[config.mk]
export PLATFORM = sky130hd
export DESIGN_NAME = frame_writer
export DESIGN_NICKNAME = d
export VERILOG_FILES = /design/src/rtl/frame_writer.sv
export SDC_FILE = /design/constraint.sdc
export NUM_CORES = 1
export LEC_CHECK = 0
export ABC_CLOCK_PERIOD_IN_PS = 6650
export CORE_ASPECT_RATIO = 0.7
export CORE_UTILIZATION = 27
export CTS_BUF_LIST = sky130_fd_sc_hd__clkbuf_4
export CTS_CLUSTER_DIAMETER = 120
export DETAILED_ROUTE_END_ITERATION = 7
export MAX_ROUTING_LAYER = met4
export PLACE_DENSITY_LB_ADDON = 0.15
export SLEW_MARGIN = 20
export SYNTH_ARGS = -nofsm -noshare
export SYNTH_HDL_FRONTEND = slang
export SYNTH_SLANG_ARGS = --single-unit
[constraint.sdc]
create_clock -name clock -period 6.65 [get_ports clock]
set_clock_uncertainty 0.1 [all_clocks]
set_input_delay 0.9975 -clock clock [delete_from_list [all_inputs] [get_ports clock]]
set_output_delay 0.9975 -clock clock [all_outputs]
set_load 0.01 [all_outputs]
[src/rtl/frame_writer.sv]
// Streams one frame of RGB565 pixels through a 4-entry FIFO into a frame buffer at base_addr+k.
// Define FRAME_WRITER_KEY_SKIP_EN to retire 16'h0000 pixels without a memory write.
module frame_writer #(
  parameter int WIDTH  = 640,
  parameter int HEIGHT = 480,
  parameter int ADDR_W = 19
) (
  input  logic              clock,
  input  logic              reset,
  input  logic              start,
  input  logic [ADDR_W-1:0] base_addr,
  input  logic [15:0]       pix_in,
  input  logic              pix_valid,
  output logic              pix_ready,
  output logic [ADDR_W-1:0] mem_addr,
  output logic [15:0]       mem_data,
  output logic              mem_we,
  input  logic              mem_ack,
  output logic              busy,
  output logic              frame_done
);

  localparam int TOTAL = WIDTH * HEIGHT;
  localparam int CNT_W = $clog2(TOTAL + 1);

  typedef enum logic [1:0] {IDLE, RUN, DRAIN, DONE} state_t;

  state_t            state_reg, state_next;
  logic [15:0]       fifo_mem [4];
  logic [1:0]        wr_ptr_reg, rd_ptr_reg;
  logic [2:0]        occ_reg;
  logic [CNT_W-1:0]  count_reg;
  logic [ADDR_W-1:0] addr_reg;
  logic              accept, pop, has_entry, head_zero, last_pix;
  logic [15:0]       head;

  assign head      = fifo_mem[rd_ptr_reg];
  assign has_entry = (occ_reg != 3'd0);
  assign head_zero = (head == 16'h0000);
  assign last_pix  = (count_reg == CNT_W'(TOTAL - 1));
  assign mem_addr  = addr_reg;

  always_comb begin
    state_next = state_reg;
    busy       = 1'b0;
    frame_done = 1'b0;
    pix_ready  = (state_reg == RUN) && (occ_reg != 3'd4);
    accept     = pix_valid && pix_ready;
`ifdef FRAME_WRITER_KEY_SKIP_EN
    // Key-coloured entries still consume their address slot but never reach memory.
    mem_we     = has_entry && !head_zero;
    pop        = has_entry && (head_zero || mem_ack);
`else
    mem_we     = has_entry;
    pop        = has_entry && mem_ack;
`endif
    mem_data   = mem_we ? head : 16'h0000;
    case (state_reg)
      IDLE:  if (start) state_next = RUN;
      RUN: begin
        busy = 1'b1;
        if (accept && last_pix) state_next = DRAIN;
      end
      DRAIN: begin
        busy = 1'b1;
        if (!has_entry || (pop && occ_reg == 3'd1)) state_next = DONE;
      end
      DONE: begin
        frame_done = 1'b1;
        state_next = IDLE;
      end
      default: state_next = IDLE;
    endcase
  end

  always_ff @(posedge clock) begin
    if (reset) begin
      state_reg  <= IDLE;
      wr_ptr_reg <= 2'd0;
      rd_ptr_reg <= 2'd0;
      occ_reg    <= 3'd0;
      count_reg  <= '0;
      addr_reg   <= '0;
    end else begin
      state_reg <= state_next;
      if (state_reg == IDLE && start) begin
        addr_reg  <= base_addr;
        count_reg <= '0;
      end else begin
        if (pop)    addr_reg  <= addr_reg + ADDR_W'(1);
        if (accept) count_reg <= count_reg + CNT_W'(1);
      end
      if (accept) wr_ptr_reg <= wr_ptr_reg + 2'd1;
      if (pop)    rd_ptr_reg <= rd_ptr_reg + 2'd1;
      case ({accept, pop})
        2'b10:   occ_reg <= occ_reg + 3'd1;
        2'b01:   occ_reg <= occ_reg - 3'd1;
        default: occ_reg <= occ_reg;
      endcase
    end
  end

  // Storage needs no reset: the pointers and occupancy define what is valid.
  always_ff @(posedge clock) begin
    if (accept) fifo_mem[wr_ptr_reg] <= pix_in;
  end

endmodule

==> impl_metrics.tcl, run 1 <==
set metrics [dict create \
    cp_data_required_time_ns 5.55 \
    synth_cells 400 \
    endpoint "mem_data[6]" \
    crit_buf_inv 2 \
    hpwl_mm 7.04 \
    portBuffers 78 \
    timing.slew.headroom_pct 34.4 \
    setup.worst_path.start "occ_reg[0]$_SDFFE_PP0P_" \
    synth_edf_count 64 \
    io_pins 79 \
    power_mw 2.15 \
    clk_pin_slew_ns 0.10 \
    hold_path.class "reg2reg" \
    r2r_end "occ_reg[2]$_SDFFE_PP0P_" \
    place_congestion 0.728 \
    cts_resized 0 \
    worstSetupEndpointType "output pin" \
    worst_pin_slew_ns 0.985 \
    cts_tree "done" \
    utilization_pct 35.1 \
    start_kind "flop" \
    die_area_um2 18900 \
    grt_start_max_net_pins 36 \
    grt_pass1_vias 3195 \
    cts_made_buffers 17 \
    drt-total-wl_mm 10.6 \
    vias 3250 \
    synth_ff_type "edfxtp_1" \
    largest_reg_flops 64 \
    cp_top_family "simple AND/OR/NAND/NOR gates" \
    ctsHoldBuffers 0 \
    rrSetupSlack_ns 3.77 \
    yosysWarnings 0 \
    cp_max_fo 20 \
    setup_tns_ns 0 \
    crit_cells 5 \
    initial_core_util_pct 27.5 \
    status "complete, no violations" \
    hold_viol 0 \
    dr.first_iter.drc_count 244 \
    netlist-cell-type-count 38 \
    fin_crit_sh_pct 56.5 \
    rsz0062_at_grt "no" \
    max_stage_delay_ns 0.61 \
    fin_cells 732 \
    critPathKind "reg2out" \
    clock_path_buffers 2 \
    antenna_found_initial 0 \
    reg2regPathDepth 7 \
    seq_area_frac_synth_pct 58.6 \
    cellPowerDensity_nw_per_um2 340 \
    wl_per_cell_um 14.4 \
    ant_nets 0 \
    total_leakage_power_nw 2.02 \
    fp-row-count 41 \
    drive_above_1_share_pct 10.7 \
    area_growth_pct 27.5 \
    timing.fmax_ghz 0.266 \
    crit_chain "inv_1 > ha_1 > nand2b_1 > and2_1 > clkdlybuf4s50_1" \
    r2r_start "occ_reg[0]$_SDFFE_PP0P_" \
    ir_worst_vdd_v 0.000116 \
    die_y_um 115 \
    finalMaxSlewViolations 0 \
    htreeDepth 4 \
    dp_cells 700 \
    root_buffer "clkbuf_4" \
    overflow 0 \
    cp_slowest_cell "nand2b_1" \
    die_x_um 164 \
    finalWorstSetupSlack_ns 2.89 \
    clock_latency_ns 0.51 \
    hold_ws_ns 0.389 \
    drt_first_pass_iters 4 \
    syn-mean-instance-area_um2 12.4 \
    grt_pass1_wl_mm 16.8 \
    synth_nets 456 \
    dpl_cell_area_um2 5980 \
    post-route-drc-count 0 \
    fin_crit_ns 3.76 \
    post-place-ws_ns 3.39 \
    setup_viol 0 \
    netlist_area_um2 4950 \
    cts_setup_buffers 0 \
    design_area_um2 6320 \
    final.fill_count 1739 \
    via_per_inst 4.44 \
    max-cap-violations 0 \
    async_reset_ff_share_pct 0 \
    ys_ff_latch 113 \
    cp.arrival_ns 2.66 \
    grt_usage_pct 12.4 \
    core_um2 18000 \
    cts.sink_count 113 \
    nNetsFinal 539 \
]
[worst min-delay path by stage]
stage,depth (start not counted),start,slack (ns),end
global route,2,count_reg[1]$_SDFFE_PP0P_,0.43,count_reg[1]$_SDFFE_PP0P_
finish,2,count_reg[1]$_SDFFE_PP0P_,0.39,count_reg[1]$_SDFFE_PP0P_
detailed placement,2,count_reg[1]$_SDFFE_PP0P_,0.38,count_reg[1]$_SDFFE_PP0P_
CTS,2,count_reg[1]$_SDFFE_PP0P_,0.39,count_reg[1]$_SDFFE_PP0P_
floorplan,2,count_reg[1]$_SDFFE_PP0P_,0.35,count_reg[1]$_SDFFE_PP0P_
global placement,2,count_reg[6]$_SDFFE_PP0P_,0.37,count_reg[6]$_SDFFE_PP0P_
[cell families after synthesis]
family	Yosys count	share of synthesized area, %
simple gates	144	15.5
flops	113	58.6
compound gates	42	5.56
xor+xnor	34	6.01
buf+inv	33	2.68
mux	18	7.68
fa+ha+maj	16	4.04
[power by group]
part,internal [mW],switching (mW)
registers,0.811,0.0712
logic,0.346,0.319
clock network,0.339,0.263
[tightest hold or removal path, delay by kind of cell (launching register included)]
family	cells	cell delay (ns)
AOI/OAI and AO/OA	1	0.05
DFF	1	0.34
and+or+nand+nor	1	0.06
[Yosys cell counts, types with 2 or more instances]
master / instances / area [um^2]
edfxtp_1: 64 / 1920
nor4_1: 11 / 68.8
buf_2: 4 / 20.0
a21oi_1: 7 / 35.0
nor3_1: 8 / 40.0
o21ai_0: 13 / 65.1
mux4_2: 16 / 360
a211oi_1: 13 / 97.6
clkbuf_1: 11 / 41.3
ha_1: 16 / 200
and2_1: 19 / 119
dfxtp_1: 49 / 981
xor2_1: 10 / 87.6
nand3_2: 2 / 20.0
nand4_1: 6 / 37.5
inv_1: 16 / 60.1
or3_1: 9 / 56.3
nand2_1: 20 / 75.1
a311oi_1: 5 / 43.8
nand2b_1: 3 / 18.8
xnor2_1: 24 / 210
nand3_1: 9 / 45.0
mux2i_1: 2 / 20.0
and3_1: 6 / 37.5
nor2_1: 43 / 161
and4_1: 2 / 17.5
[cell type report]
cell class | count | area [um^2] | area share, %
Multi-Input combinational cell | 254 | 1920 | 30.4
Clock buffer | 19 | 143 | 2.26
Tap cell | 236 | 295 | 4.68
Timing Repair Buffer | 81 | 803 | 12.7
Clock inverter | 12 | 190 | 3.01
Inverter | 16 | 60.1 | 0.951
Antenna cell | 1 | 2.50 | 0.0396
Sequential cell | 113 | 2900 | 46.0
[metal layers]
layer  vias to the layer above  GRT usage, %  share of wire (%)
li1                       1626             -                  -
met1                      1553          16.2                 49
met2                        64          17.9                 45
met3                         7          4.33                5.0
met4                         0          3.70               0.99
met5                         -             -                  0
[cells in the final DEF, fill, tap and decap left out, drive strengths merged, types with 6 or more instances in the layout]
| master | instances |
|---|---|
| a211oi | 13 |
| a21oi | 7 |
| and2 | 19 |
| and3 | 6 |
| clkbuf | 19 |
| clkdlybuf4s50 | 78 |
| dfxtp | 49 |
| edfxtp | 64 |
| ha | 16 |
| inv | 16 |
| mux4 | 16 |
| nand2 | 20 |
| nand3 | 11 |
| nand4 | 8 |
| nor2 | 43 |
| nor3 | 8 |
| nor4 | 11 |
| o21ai | 14 |
| or3 | 10 |
| xnor2 | 24 |
| xor2 | 10 |
(Power assumes the default switching activity.)
==> run 2, diff against run 1 <==
ABC_CLOCK_PERIOD_IN_PS = 3600   (was 6650)
clock period = 3.6 ns   (was 6.65 ns; I/O delays follow)
==> run 2 against run 1 <==
Net effect:
- sequential share of layout area grew 0.11 points
- core utilization down 0.083 points
- clock power is 50% higher
- setup slack worse by 2.4 ns
- register-to-register slack got worse by 2.8 ns
- hold slack worse by 0.0026 ns
- critical endpoint is now mem_data[1]
- largest power group unchanged
==> impl_metrics.tcl, run 2 (synthesis results as in run 1) <==
set metrics [dict create \
    layout_commonest_cell "clkdlybuf4s50_1" \
    timing.fmax_ghz 0.327 \
    grt_start_max_net_pins 36 \
    layout_common_cells "78 x clkdlybuf4s50_1, 64 x edfxtp_1, 49 x dfxtp_1, 43 x nor2_1, 24 x xnor2_1" \
    setup_viol 0 \
    dp_cells 706 \
    clock_latency_ns 0.51 \
    rsz0062_at_grt "no" \
    vias 3303 \
    hold_ws_ns 0.386 \
    hold_viol 0 \
    cts.sink_count 113 \
    portBuffers 78 \
    crit_chain "inv_1 > ha_1 > nand2b_1 > buf_4 > and2_1 > clkdlybuf4s50_1" \
    timing.slew.headroom_pct 43.3 \
    worst_pin_slew_ns 0.850 \
    ir_worst_vdd_v 0.000207 \
    largest_reg_flops 64 \
    area_growth_pct 27.2 \
    grt_usage_pct 12.6 \
    cts_resized 0 \
    max-cap-violations 0 \
    cp.arrival_ns 2.42 \
    cts_made_buffers 17 \
    drt_first_pass_iters 4 \
    dr.first_iter.drc_count 152 \
    multiInputGateArea_um2 1920 \
    core_um2 18000 \
    die_x_um 164 \
    cellPowerDensity_nw_per_um2 601 \
    grt_pass1_vias 3373 \
    cts_tree "done" \
    regArea_um2 2900 \
    cp_data_required_time_ns 2.96 \
    final.fill_count 1749 \
    fp-row-count 41 \
    die_y_um 115 \
    root_buffer "clkbuf_4" \
    worstSetupEndpointType "output pin" \
    cp_slowest_cell "clkdlybuf4s50_1" \
    cts_setup_buffers 0 \
    nNetsFinal 545 \
    wl_per_cell_um 14.5 \
    clock_path_buffers 2 \
    cp_max_fo 17 \
    hpwl_mm 7.33 \
    initial_core_util_pct 27.5 \
    power_mw 3.79 \
    ctsHoldBuffers 0 \
    antenna_found_initial 1 \
    finalMaxSlewViolations 0 \
    fin_cells 739 \
    drt-total-wl_mm 10.7 \
    critPathKind "reg2out" \
    overflow 0 \
    start_kind "flop" \
    place_congestion 0.745 \
    fin_crit_ns 3.06 \
    via_per_inst 4.47 \
    total_leakage_power_nw 2.01 \
    drive_above_1_share_pct 12.0 \
    htreeDepth 4 \
    setup_tns_ns 0 \
    hold_path.class "reg2reg" \
    max_stage_delay_ns 0.54 \
    grt_pass1_wl_mm 17.2 \
    clk_pin_slew_ns 0.10 \
    ant_nets 0 \
    io_pins 79 \
    status "complete, no violations" \
    post-route-drc-count 0 \
    die_area_um2 18900 \
    fin_crit_sh_pct 85.1 \
]
-- run 2: layout make-up --
cell class	instances	share of cell area (%)
antenna	1	0.0397
clock buffer	17	2.03
clock inverter	15	2.30
inverter	16	0.953
multi-input combinational	254	30.5
sequential	113	46.1
tap	236	4.69
timing repair buffer	87	13.5
-- run 2: worst max-delay path, delay by kind of cell (launching register included) --
kind,cells,cell delay (ns)
adders and majority gates,1,0.25
buffers and inverters,3,0.88
DFF,1,0.42
and+or+nand+nor,2,0.36
-- run 2: routing by layer --
metal / global-route usage, % / wire length (um) / vias to the layer above
met2: 18.8 / 4870 / 52
met1: 15.9 / 5230 / 1592
li1: - / - / 1644
met3: 3.39 / 408 / 15
met4: 5.86 / 184 / 0
met5: - / 0 / -
-- run 2: final timing paths --
check | startpoint | endpoint | slack, ns | depth (start not counted)
worst min register to register | count_reg[1]$_SDFFE_PP0P_ | count_reg[1]$_SDFFE_PP0P_ | 0.39 | 2
worst min-delay path | count_reg[1]$_SDFFE_PP0P_ | count_reg[1]$_SDFFE_PP0P_ | 0.39 | 2
worst max register to register | occ_reg[0]$_SDFFE_PP0P_ | occ_reg[2]$_SDFFE_PP0P_ | 0.97 | 8
worst max-delay path | occ_reg[0]$_SDFFE_PP0P_ | mem_data[1] | 0.54 | 6
-- run 2: power breakdown --
part           internal, mW  switching [mW]
logic                 0.656           0.616
registers              1.50           0.115
clock network         0.403           0.503
total                  2.56            1.23
-- run 2: per-stage QoR --
stage                     setup slack (ns)  utilization, %  cell area (um^2)
final                                0.538            35.0              6300
after floorplan                       1.11               -              4950
after CTS                            0.449            35.0              6300
after global placement               0.986            33.5              6030
after global routing                 0.377            35.0              6300
after detailed placement             0.946            33.5              6030
==> run 3, diff against run 2 <==
PLACE_DENSITY_LB_ADDON = unset   (was 0.15)
REMOVE_ABC_BUFFERS = 1   (was unset)
==> run 3 against run 2 <==
Net effect:
- first-iteration DRC count is 6.6% higher
- sequential power hardly changed
- setup slack worse by 0.24 ns
- non-clock buffer count is 6 lower
- critical endpoint is now mem_data[9]
- largest cell class unchanged
- largest power group unchanged
==> impl_metrics.tcl, run 3 (synthesis results as in run 1) <==
set metrics [dict create \
    nNetsFinal 539 \
    largest_reg_flops 64 \
    cts_resized 0 \
    dpl_cell_area_um2 5980 \
    hold_viol 0 \
    max-cap-violations 0 \
    utilization_pct 35.4 \
    die_x_um 164 \
    status "complete, no violations" \
    critPathKind "reg2out" \
    overflow 0 \
    rsz0062_at_grt "no" \
    start_kind "flop" \
    vias 3297 \
    layout_commonest_cell "clkdlybuf4s50_1" \
    dr.first_iter.drc_count 162 \
    grt_usage_pct 12.1 \
    ir_worst_vdd_v 0.000219 \
    cts.sink_count 113 \
    area_growth_pct 28.6 \
    setup_tns_ns 0 \
    cp.arrival_ns 2.66 \
    wl_per_cell_um 14.2 \
    rrSetupSlack_ns 0.78 \
    cp_max_fo 20 \
    grt_pass1_vias 3298 \
    ant_nets 0 \
    fp-row-count 41 \
    post-place-ws_ns 0.766 \
    setup_viol 0 \
    finalWorstSetupSlack_ns 0.300 \
    die_y_um 115 \
    finalMaxSlewViolations 0 \
    initial_core_util_pct 27.5 \
    place_congestion 0.785 \
    final.fill_count 1742 \
    ctsHoldBuffers 0 \
    cts_tree "done" \
    hold_path.class "reg2reg" \
    cp_data_required_time_ns 2.96 \
    drive_above_1_share_pct 11.3 \
    cts_made_buffers 17 \
    hold_depth 2 \
    drt-total-wl_mm 10.4 \
    layout_common_cells "78 x clkdlybuf4s50_1, 64 x edfxtp_1, 49 x dfxtp_1, 43 x nor2_1, 24 x xnor2_1" \
    root_buffer "clkbuf_4" \
    clk_pin_slew_ns 0.10 \
    post-route-drc-count 0 \
    io_pins 79 \
    reg2regPathDepth 7 \
    drt_first_pass_iters 6 \
    timing.fmax_ghz 0.303 \
    fin_crit_sh_pct 91.7 \
    antenna_found_initial 1 \
    core_um2 18000 \
    timing.slew.headroom_pct 38.7 \
    htreeDepth 4 \
    grt_start_max_net_pins 37 \
    grt_pass1_wl_mm 16.7 \
    worstSetupEndpointType "output pin" \
    die_area_um2 18900 \
    fin_crit_ns 3.30 \
    total_leakage_power_nw 2.05 \
    cellPowerDensity_nw_per_um2 646 \
    hpwl_mm 7.02 \
    design_area_um2 6370 \
    power_mw 4.12 \
    cts_setup_buffers 0 \
    portBuffers 78 \
    worst_pin_slew_ns 0.920 \
    clock_latency_ns 0.50 \
    clock_path_buffers 2 \
    via_per_inst 4.50 \
]
==> run 3: cell count changes in the layout (fill, tap and decap cells not counted), sizes merged <==
cell	before	now
inv	16	17
clkinv	8	6
clkinvlp	5	1
buf	9	3
bufinv	2	7
==> run 3: final timing paths <==
check	startpoint	end
min	count_reg[1]$_SDFFE_PP0P_	count_reg[1]$_SDFFE_PP0P_
max	occ_reg[0]$_SDFFE_PP0P_	mem_data[9]
max reg2reg	occ_reg[0]$_SDFFE_PP0P_	occ_reg[2]$_SDFFE_PP0P_
min reg2reg	count_reg[1]$_SDFFE_PP0P_	count_reg[1]$_SDFFE_PP0P_
==> run 3: cell type report <==
cell class / instances / area (um^2) / share of cell area, %
repair buffers: 81 / 803 / 12.6
multi-input cells: 254 / 1920 / 30.1
flip-flops and latches: 113 / 2900 / 45.5
inverters: 16 / 60.1 / 0.942
well taps: 236 / 295 / 4.63
clock inverters: 15 / 263 / 4.12
clock buffers: 17 / 128 / 2.00
diodes: 1 / 2.50 / 0.0393
==> run 3: per-stage QoR <==
step	hold slack [ns]	instances
after floorplan	0.349	383
after global placement	0.362	700
after detailed placement	0.376	700
after CTS	0.390	732
after global routing	0.435	733
final	0.391	733
==> run 3: power breakdown <==
part           switching [mW]  total, mW  internal (mW)  leakage [nW]
Clock                   0.486       1.24          0.759         0.203
Combinational           0.612       1.25          0.640         0.867
Sequential              0.122       1.62           1.50         0.977
Total                    1.22       4.12           2.90          2.05
==> run 3: per-layer routing <==
metal	up-vias	part of all wire (%)	global-route usage, %
li1	1633	-	-
met1	1587	48	15.1
met2	69	46	18.2
met3	8	5.5	3.82
met4	0	1.1	4.81
met5	-	0	-
==> run 3: worst max-delay path, cell delays in order (launching register included) <==
cell and delay [ns]:
dfxtp_1 0.41, inv_1 0.09, ha_1 0.24, nand2b_1 0.62, and2_1 0.27, clkdlybuf4s50_1 0.54
